`src/rtl/fp_div_seq.sv`:
```
// fp_div_seq
//   Iterative IEEE-754 divider, z = x / b. It produces one restoring quotient bit
//   per cycle, then normalises and rounds to nearest-even. Operands with a zero
//   exponent (denormals) are treated as signed zero, and results are never denormal.
//
// Handshake: a transfer happens on a rising edge where valid and ready are both high.
//   in_ready is high only in IDLE, and only while flush is low. out_valid is high only
//   in DONE. z and flags hold steady from the moment out_valid rises until the edge
//   where out_ready is seen.
//
// Ports
//   clk        rising-edge clock
//   rst_n      asynchronous active-low reset
//   in_valid   operands x, b present
//   in_ready   divider can accept operands
//   x, b       dividend, divisor (W = 1+EXP_W+MAN_W bits)
//   flush      synchronous abort back to IDLE; any pending result is dropped
//   out_valid  z and flags valid
//   out_ready  consumer takes the result
//   z          quotient
//   flags      {invalid, div_by_zero, overflow, underflow, inexact}
//   dbg_state  current FSM state (0 IDLE, 1 DIV, 2 RND, 3 DONE)
module fp_div_seq #(
    parameter int EXP_W = 8,
    parameter int MAN_W = 23
) (
    input  logic                 clk,
    input  logic                 rst_n,
    input  logic                 in_valid,
    output logic                 in_ready,
    input  logic [EXP_W+MAN_W:0] x,
    input  logic [EXP_W+MAN_W:0] b,
    input  logic                 flush,
    output logic                 out_valid,
    input  logic                 out_ready,
    output logic [EXP_W+MAN_W:0] z,
    output logic [4:0]           flags,
    output logic [1:0]           dbg_state
);

    localparam int W   = 1 + EXP_W + MAN_W;
    localparam int QB  = MAN_W + 3;
    localparam int EW2 = EXP_W + 2;
    localparam int CW  = $clog2(QB + 1);
    localparam int RW  = MAN_W + 2;

    localparam logic [EW2-1:0]        BIAS_E   = EW2'((1 << (EXP_W - 1)) - 1);
    localparam logic signed [EW2-1:0] E_MAX    = EW2'((1 << EXP_W) - 1);
    localparam logic signed [EW2-1:0] E_ZERO   = '0;
    localparam logic [EXP_W-1:0]      EXP_ONES = '1;
    localparam logic [W-1:0]          QNAN     = {1'b0, {EXP_W{1'b1}}, 1'b1, {(MAN_W-1){1'b0}}};

    typedef enum logic [1:0] {
        S_IDLE = 2'd0,
        S_DIV  = 2'd1,
        S_RND  = 2'd2,
        S_DONE = 2'd3
    } state_t;

    state_t                  r_state;
    state_t                  w_state_nxt;

    logic                    r_sign;
    logic signed [EW2-1:0]   r_e;
    logic [RW-1:0]           r_rem;
    logic [RW-1:0]           r_div;
    logic [QB-1:0]           r_q;
    logic [CW-1:0]           r_cnt;
    logic [W-1:0]            r_z;
    logic [4:0]              r_flags;

    // Operand fields and classification
    logic                    w_xs, w_bs, w_sign;
    logic [EXP_W-1:0]        w_xe, w_be;
    logic [MAN_W-1:0]        w_xm, w_bm;
    logic                    w_x_zero, w_x_inf, w_x_nan, w_x_snan;
    logic                    w_b_zero, w_b_inf, w_b_nan, w_b_snan;
    logic                    w_special;
    logic                    w_accept;
    logic [EW2-1:0]          w_e_init;
    logic [W-1:0]            w_sp_z;
    logic [4:0]              w_sp_flags;

    assign {w_xs, w_xe, w_xm} = x;
    assign {w_bs, w_be, w_bm} = b;
    assign w_sign = w_xs ^ w_bs;

    assign w_x_zero = (w_xe == '0);
    assign w_x_inf  = (w_xe == EXP_ONES) && (w_xm == '0);
    assign w_x_nan  = (w_xe == EXP_ONES) && (w_xm != '0);
    assign w_x_snan = w_x_nan && !w_xm[MAN_W-1];
    assign w_b_zero = (w_be == '0);
    assign w_b_inf  = (w_be == EXP_ONES) && (w_bm == '0);
    assign w_b_nan  = (w_be == EXP_ONES) && (w_bm != '0);
    assign w_b_snan = w_b_nan && !w_bm[MAN_W-1];

    assign w_special = w_x_zero | w_x_inf | w_x_nan | w_b_zero | w_b_inf | w_b_nan;

    assign in_ready  = (r_state == S_IDLE) && !flush;
    assign w_accept  = in_valid && in_ready;

    // Two extra bits keep the biased difference signed across the full operand range.
    assign w_e_init = {2'b00, w_xe} - {2'b00, w_be} + BIAS_E;

    // Special-operand results, highest priority first.
    always_comb begin
        w_sp_z     = '0;
        w_sp_flags = '0;
        if (w_x_nan || w_b_nan) begin
            w_sp_z     = QNAN;
            w_sp_flags = {w_x_snan | w_b_snan, 4'b0000};
        end else if ((w_x_zero && w_b_zero) || (w_x_inf && w_b_inf)) begin
            w_sp_z     = QNAN;
            w_sp_flags = 5'b10000;
        end else if (w_x_inf) begin
            w_sp_z     = {w_sign, EXP_ONES, {MAN_W{1'b0}}};
        end else if (w_b_zero) begin
            w_sp_z     = {w_sign, EXP_ONES, {MAN_W{1'b0}}};
            w_sp_flags = 5'b01000;
        end else begin
            w_sp_z     = {w_sign, {(W-1){1'b0}}};
        end
    end

    // Restoring step
    logic w_ge;
    assign w_ge = (r_rem >= r_div);

    // Normalise and round. After normalisation the hidden bit sits above w_qn, the
    // fraction is w_qn[QB-2:2], the guard is w_qn[1] and w_qn[0] is the dropped bit.
    logic [QB-2:0]           w_qn;
    logic signed [EW2-1:0]   w_en;
    logic                    w_guard, w_sticky, w_rup, w_inexact;
    logic [MAN_W:0]          w_msum;
    logic signed [EW2-1:0]   w_er;
    logic [W-1:0]            w_rnd_z;
    logic [4:0]              w_rnd_flags;

    assign w_qn      = r_q[QB-1] ? r_q[QB-2:0] : {r_q[QB-3:0], 1'b0};
    assign w_en      = r_q[QB-1] ? r_e : r_e - EW2'(1);
    assign w_guard   = w_qn[1];
    assign w_sticky  = w_qn[0] | (r_rem != '0);
    assign w_rup     = w_guard & (w_sticky | w_qn[2]);
    assign w_msum    = {1'b0, w_qn[QB-2:2]} + {{MAN_W{1'b0}}, w_rup};
    // A carry out of the fraction leaves it all zeros and bumps the exponent.
    assign w_er      = w_en + {{(EW2-1){1'b0}}, w_msum[MAN_W]};
    assign w_inexact = w_guard | w_sticky;

    always_comb begin
        w_rnd_z     = '0;
        w_rnd_flags = '0;
        if (w_er >= E_MAX) begin
            w_rnd_z     = {r_sign, EXP_ONES, {MAN_W{1'b0}}};
            w_rnd_flags = 5'b00101;
        end else if (w_er <= E_ZERO) begin
            w_rnd_z     = {r_sign, {(W-1){1'b0}}};
            w_rnd_flags = 5'b00011;
        end else begin
            w_rnd_z     = {r_sign, w_er[EXP_W-1:0], w_msum[MAN_W-1:0]};
            w_rnd_flags = {4'b0000, w_inexact};
        end
    end

    // FSM state register
    always_ff @(posedge clk or negedge rst_n) begin
        if (!rst_n) r_state <= S_IDLE;
        else        r_state <= w_state_nxt;
    end

    // FSM next state
    always_comb begin
        w_state_nxt = r_state;
        case (r_state)
            S_IDLE:  if (w_accept) w_state_nxt = w_special ? S_DONE : S_DIV;
            S_DIV:   if (r_cnt == CW'(1)) w_state_nxt = S_RND;
            S_RND:   w_state_nxt = S_DONE;
            S_DONE:  if (out_ready) w_state_nxt = S_IDLE;
            default: w_state_nxt = S_IDLE;
        endcase
        if (flush) w_state_nxt = S_IDLE;
    end

    // Datapath
    always_ff @(posedge clk or negedge rst_n) begin
        if (!rst_n) begin
            r_sign  <= 1'b0;
            r_e     <= '0;
            r_rem   <= '0;
            r_div   <= '0;
            r_q     <= '0;
            r_cnt   <= '0;
            r_z     <= '0;
            r_flags <= '0;
        end else if (!flush) begin
            case (r_state)
                S_IDLE: begin
                    if (w_accept) begin
                        r_sign <= w_sign;
                        if (w_special) begin
                            r_z     <= w_sp_z;
                            r_flags <= w_sp_flags;
                        end else begin
                            r_e   <= w_e_init;
                            r_rem <= {1'b0, 1'b1, w_xm};
                            r_div <= {1'b0, 1'b1, w_bm};
                            r_q   <= '0;
                            r_cnt <= CW'(QB);
                        end
                    end
                end
                S_DIV: begin
                    // rem stays below 2*div, so the shifted value always fits RW bits.
                    if (w_ge) begin
                        r_q   <= {r_q[QB-2:0], 1'b1};
                        r_rem <= (r_rem - r_div) << 1;
                    end else begin
                        r_q   <= {r_q[QB-2:0], 1'b0};
                        r_rem <= r_rem << 1;
                    end
                    r_cnt <= r_cnt - CW'(1);
                end
                S_RND: begin
                    r_z     <= w_rnd_z;
                    r_flags <= w_rnd_flags;
                end
                default: ;
            endcase
        end
    end

    assign out_valid = (r_state == S_DONE);
    assign z         = r_z;
    assign flags     = r_flags;
    assign dbg_state = r_state;

endmodule

```
`config.mk`:
```
export PLATFORM = sky130hd
export DESIGN_NAME = fp_div_seq
export DESIGN_NICKNAME = d
export VERILOG_FILES = /design/src/rtl/fp_div_seq.sv
export SDC_FILE = /design/constraint.sdc
export NUM_CORES = 1
export LEC_CHECK = 0
export CORE_ASPECT_RATIO = 1.5
export CORE_MARGIN = 10
export CORE_UTILIZATION = 30
export DETAILED_ROUTE_END_ITERATION = 10
export GPL_ROUTABILITY_DRIVEN = 0
export PLACE_DENSITY = 0.52
export SYNTH_ARGS = -nofsm -noshare
export SYNTH_HDL_FRONTEND = slang
export SYNTH_SLANG_ARGS = --single-unit
```
`constraint.sdc`:
```
create_clock -name clk -period 4 [get_ports clk]
set_input_delay 0.6 -clock clk [delete_from_list [all_inputs] [get_ports clk]]
set_output_delay 0.6 -clock clk [all_outputs]
set_load 0.02 [all_outputs]
```
# After elaboration in Yosys (flattened, before gate mapping)

Index checks and enable logic that the tools add are counted.
W data, S select, Z words.

Magnitude comparators: 3
Add/subtract/negate cells: 7
Reductions and logical operators: 30
Equal/unequal tests: 12
Multiplexer cells: 37
Bitwise operators: 13

Operator list:

| operator               | count |
|---|---|
| $mux W32               | 4 |
| $mux W31               | 4 |
| $mux W25               | 4 |
| $pmux W32 S2           | 1 |
| $mux W26               | 2 |
| $pmux W26 S2           | 1 |
| $pmux W25 S2           | 1 |
| $logic_not A23 Y1      | 2 |
| $reduce_bool A23 Y1    | 2 |
| $mux W5                | 6 |
| $ge A25 B24 Y1         | 1 |
| $reduce_bool A25 Y1    | 1 |
| $add A23 B1 Y24        | 1 |
| $sub A24 B24 Y24       | 1 |
| $pmux W5 S2            | 2 |
| $eq A8 B8 Y1 const B   | 2 |
| $logic_not A8 Y1       | 2 |
| $mux W2                | 6 |
| $reduce_and A4 Y1      | 3 |
| $add A10 B1 Y10        | 1 |
| $add A9 B8 Y10 const B | 1 |
| $ge A10 B9 Y1 const B  | 1 |
| $le A10 B1 Y1 const B  | 1 |
| $logic_and A1 B1 Y1    | 10 |
| 23 further kinds       | 42 |

Output and inout port bits: 41
Register bits after elaboration: 130
Input port bits: 69

# Longest topological paths before layout

Depth after elaboration: 11
Mapped depth: 18
Mapped depth without buffers: 15

# Least setup slack after synthesis

No wires, ideal clock.

Path type: register to register
From: register r_q[25]
To: register r_z[0], in the netlist z[0]
Cell stages (with the launch flop): 18
Arrival time: 4.321 ns
Slack: -0.443 ns
Setup time: 0.122 ns
Data required time: 3.878 ns
Cell sequence: dfrtp_1 -> clkbuf_1 -> clkbuf_1 -> nand2_1 -> a2111o_1 -> nor2_1 -> and2_1 -> nand2_1 -> nor3_1 -> ha_1 -> ha_1 -> nand3_1 -> or4_1 -> and3_1 -> o22ai_2 -> nor4_4 -> buf_6 -> a32o_1

Word-level cells in the longest chain between the ends: 10
Elaborated cells on any way between the ends: 12

Ends and longest elaborated chain:

| element                | RTL line | source |
|---|---|---|
| start, declared        | 67       | `logic [QB-1:0] r_q;` |
| start signal, assigned | 214      | `r_q <= {r_q[QB-2:0], 1'b1};` |
| start signal, assigned | 217      | `r_q <= {r_q[QB-2:0], 1'b0};` |
| $mux W25               | 139      | `assign w_qn = r_q[QB-1] ? r_q[QB-2:0] : {r_q[QB-3:0], 1'b0};` |
| $or A1 B1 Y1           | 142      | `assign w_sticky = w_qn[0] \| (r_rem != '0);` |
| $or A1 B1 Y1           | 143      | `assign w_rup = w_guard & (w_sticky \| w_qn[2]);` |
| $and A1 B1 Y1          | 143      |  |
| $add A23 B1 Y24        | 144      | `assign w_msum = {1'b0, w_qn[QB-2:2]} + {{MAN_W{1'b0}}, w_rup};` |
| $add A10 B1 Y10        | 146      | `assign w_er = w_en + {{(EW2-1){1'b0}}, w_msum[MAN_W]};` |
| $le A10 B1 Y1          | 155      | `end else if (w_er <= E_ZERO) begin` |
| $mux W31               | 155      |  |
| $mux W31 *             | 152      | `if (w_er >= E_MAX) begin` |
| $pmux W32 S2 *         | 195      | `case (r_state)` |
| end signal, assigned   | 200      | `r_z <= w_sp_z;` |
| end signal, assigned   | 223      | `r_z <= w_rnd_z;` |
| end, declared          | 69       | `logic [W-1:0] r_z;` |

Every way passes the cells marked *; elsewhere a longest branch is shown, timed or not.
A chain may end at the register's enable or synchronous reset.

# Worst setup path after layout

From: register r_q[25]
To: register r_z[12], in the netlist z[12]

The elaborated chain is that of the path after synthesis.

==> metrics.log <==
INFO  metric required = 4320 ps
INFO  metric die_h = 233 um
INFO  metric final_hold_viol_count = 0
INFO  metric power_per_cell_area = 690 nW/um2
INFO  metric grt_pass1_vias = 8,277
INFO  metric final_design_area_no_fill = 11,500 um2
INFO  metric achievable-frequency = 265 MHz
INFO  metric grt_setup_unrepaired = no
INFO  metric overflow = 0
INFO  metric vias_per_cell = 5.09
INFO  metric ys_ff_latch = 130
INFO  metric hpwl = 21,400 um
INFO  metric finalPower = 7910 uW
INFO  metric cts_buffer_depth = 2
INFO  metric power_switching = 3420 uW
INFO  metric yosys.area_share.xor_xnor = 0.0703
INFO  metric power.share.clock = 0.190
INFO  metric drtPass1Iterations = 4
INFO  metric num_vias = 8,106
INFO  metric comb_power_share = 0.552
INFO  metric first_pass_grt_wire_length = 44,500 um
INFO  metric tritoncts_clock_tree = yes
INFO  metric cell_area_after_technology_mapping = 9090 um2
INFO  metric post-route-drc-count = 0
INFO  metric power_report.internal_total = 4490 uW
INFO  metric ys.flop_type = dfrtp_1
INFO  metric numPlacedInstances = 1,553
INFO  metric register_area = 3250 um2
INFO  metric synth.distinct_cells = 84
INFO  metric status = finished, final reports clean
INFO  metric antennaDiodeCount = 0
INFO  metric cts.sinks = 130
INFO  metric power.switching_fraction = 0.432
INFO  metric core_area = 30,100 um2
INFO  metric nature_of_the_critical_path_endpoint = register
INFO  metric period_share = 0.945
INFO  metric sequential_fraction_of_design_power = 0.257
INFO  metric final.min_clock_period = 3780 ps
INFO  metric design.portCount = 110
INFO  metric clk-insertion-delay-late = 440 ps
INFO  metric grtUsageTotal = 0.147
INFO  metric port_buffers = 109
INFO  metric synthCells = 1,052
INFO  metric fill_cells = 3,172
INFO  metric global_routing_met2_resource_utilization = 0.274
INFO  metric floorplan.initialDensity = 0.302
INFO  metric die_width = 162 um
INFO  metric fin_nets = 1,293
INFO  metric area_growth_syn_to_layout = 26.1%
INFO  metric final_core_util = 0.381
INFO  metric detailedRoute.firstIterationViolations = 354
INFO  metric yosysSeqAreaShare = 0.358
INFO  metric timing.max_cap.violations = 0
INFO  metric synth.yosys.warnings = 0
INFO  metric worst_clock_skew = 10.9 ps
INFO  metric timing_max_transition_violations_final = 0
INFO  metric post_layout_nonfiller_instances = 1,591
INFO  metric cts_hold_buffers = 0
INFO  metric setup-tns-final = 0 ps
INFO  metric grt_use_met1 = 0.161
INFO  metric async_s_r_ff_share_synth = 1.00
INFO  metric std_cell_rows = 78
INFO  metric grt_busiest_layer = met2
INFO  metric global_route.usage.met3 = 0.0257
INFO  metric p_leak = 0.00483 uW
INFO  metric peakVddDrop = 0.000353 V
INFO  metric synth_area_in_simple_gates = 0.213
INFO  metric largest_family_of_logic_cells_by_synthesized_area = simple AND/OR/NAND/NOR gates
INFO  metric post_synth_edffs = 0
INFO  metric avgRoutedWirePerCell = 17.3 um
INFO  metric cts_root_buffer = clkbuf_16
INFO  metric drt.antenna.violating_nets = 0
INFO  metric post_synth_mux_area_share = 0.0326
INFO  metric critPathKind = register to register
INFO  metric number_of_antenna_violations_at_the_first_check_in_global_routing = 1
INFO  metric multiInputGateArea = 5420 um2
INFO  metric die-area = 37,800 um2
INFO  metric timing_worst_slew_pin_value = 1040 ps
INFO  metric cts.clk_slew.worst_paths = 60 ps
INFO  metric syn-mean-instance-area = 8.64 um2
INFO  metric post_synth_fa_ha_maj_area_fraction = 0.0650
INFO  metric numCtsBuffers = 17
INFO  metric share_of_post_route_cells_with_drive_strength_above_1 = 0.109
INFO  metric htree_levels = 4
INFO  metric cp_data_arrival_time = 4100 ps
INFO  metric synth-compound-area-share = 0.210
INFO  metric hp-class = input pin to async pin
INFO  metric critical_path_peak_fanout = 22
INFO  metric finalWirelength = 27,500 um
INFO  metric syn_nets = 1,167
INFO  metric grt_max_degree = 94
INFO  metric start_kind = register
INFO  metric timing.slew.headroom = 0.304
INFO  metric finalSetupViolations = 0
INFO  metric dpl_cell_area = 10,800 um2
## routing by layer
metal  share of wire  up-vias
li1                -     4072
met1            0.40     3885
met2            0.54      122
met3           0.038       25
met4           0.019        2
met5         0.00062        -
## layout make-up
cell class / count / area share
clock inverter: 9 / 0.00699
timing repair buffer: 164 / 0.132
inverter: 56 / 0.0183
clock buffer: 23 / 0.0417
sequential: 130 / 0.284
multi-input combinational: 809 / 0.473
tap: 400 / 0.0437
## cell usage after synthesis, drive strengths merged (7+ instances only)
library cell,n,area share
nand2,145,0.060
dfrtp,130,0.36
o21ai,86,0.047
inv,56,0.023
nand3,54,0.030
clkbuf,45,0.019
ha,44,0.061
nor2,43,0.018
xnor2,42,0.040
a21oi,39,0.022
xor2,31,0.030
nor4,28,0.022
a22o,27,0.026
mux2i,24,0.026
a22oi,20,0.017
nor3,20,0.012
a21o,18,0.015
buf,12,0.0094
nand4,12,0.0083
or3,12,0.0083
nor2b,11,0.0076
a211oi,9,0.0074
a31oi,9,0.0062
and3,9,0.0062
nand2b,9,0.0062
o21a,8,0.0066
o31ai,8,0.0066
and2,7,0.0048
or2,7,0.0048
## power groups by stage
stage	clock network (uW)	logic, uW	registers [uW]
final	1510	4370	2030
after global routing	1590	4890	2090
after CTS	1540	4400	2040
after detailed placement	0	4370	2060
after global placement	0	4350	2050
after floorplan	0	3170	1990
## cell families (layout without fill, tap and decap cells)
group                    Yosys count  in the layout
AND/OR/NAND/NOR                  380            380
AO/OA/AOI/OAI                    281            281
flip-flops                       130            130
buffers and inverters            113            252
XOR/XNOR                          73             73
adder cells (fa/ha/maj)           46             46
multiplexers                      29             29
## worst paths after layout
check                                from  slack (ps)   endpoint  cells past startpoint
worst max-delay path              r_q[25]         220      z[12]                     16
worst min-delay path                rst_n         270      z[17]                      1
worst max register to register    r_q[25]         220      z[12]                     16
worst min register to register  r_div[23]         470  r_div[23]                      2
max in group asynchronous           rst_n        2880      z[29]                      2
min in group clk                r_div[23]         470  r_div[23]                      2
## cell usage in the layout (no fill, tap or decap), types with 4 or more instances in the layout
master           netlist  final
nand2_1              144    144
dfrtp_1              130    129
clkdlybuf4s50_1        0    108
o21ai_0               84     84
inv_1                 55     55
buf_4                  1     54
nand3_1               54     53
xnor2_1               42     42
nor2_1                43     42
ha_1                  44     42
a21oi_1               37     36
xor2_1                31     31
a22o_1                27     27
nor4_1                26     26
mux2i_1               24     24
a22oi_1               20     20
a21o_1                18     18
nor3_1                18     17
clkbuf_16              0     17
nand4_1               12     12
or3_1                 12     12
nor2b_1               11     11
nand2b_1               9      9
a211oi_1               9      9
a31oi_1                9      9
o21a_1                 8      8
o31ai_1                8      8
or2_2                  7      7
and3_1                 9      7
o21bai_1               6      6
mux2_2                 5      5
and2_1                 6      5
o211ai_1               5      5
clkinv_2               0      5
or4_1                  5      4
a21boi_0               4      4
## state kept, by name, indices dropped and copies added (netlist names)
name       count
dbg_state      2
flags          5
r_cnt          5
r_div         24
r_e           10
r_q           26
r_rem         25
r_sign         1
z             32
## timing repair
item	4_1_cts	5_1_grt
pin swaps	0	5
gates resized for setup	1	8
setup buffers	0	6
setup endpoints to repair	1	32
## through the flow
step	setup slack (ps)	hold WS (ps)
after global routing	10.8	341
final	222	265
after detailed placement	9.45	457
after global placement	120	438
after floorplan	15.7	304
after CTS	81.0	311
## worst max-delay path, stage by stage (launching register included)
cell      delay [ps]
dfrtp_2          400
buf_4            150
nand2_1           80
a2111o_1         460
nor2_2           140
and2_4           150
nand2_1           80
nor3_2           160
ha_2             220
ha_2             190
nand3_2          110
or4_4            550
and3_2           240
o22ai_4          260
nor4_4            70
buf_12           180
a32o_1           220
No activity file was read; power rests on OpenSTA's default activity.
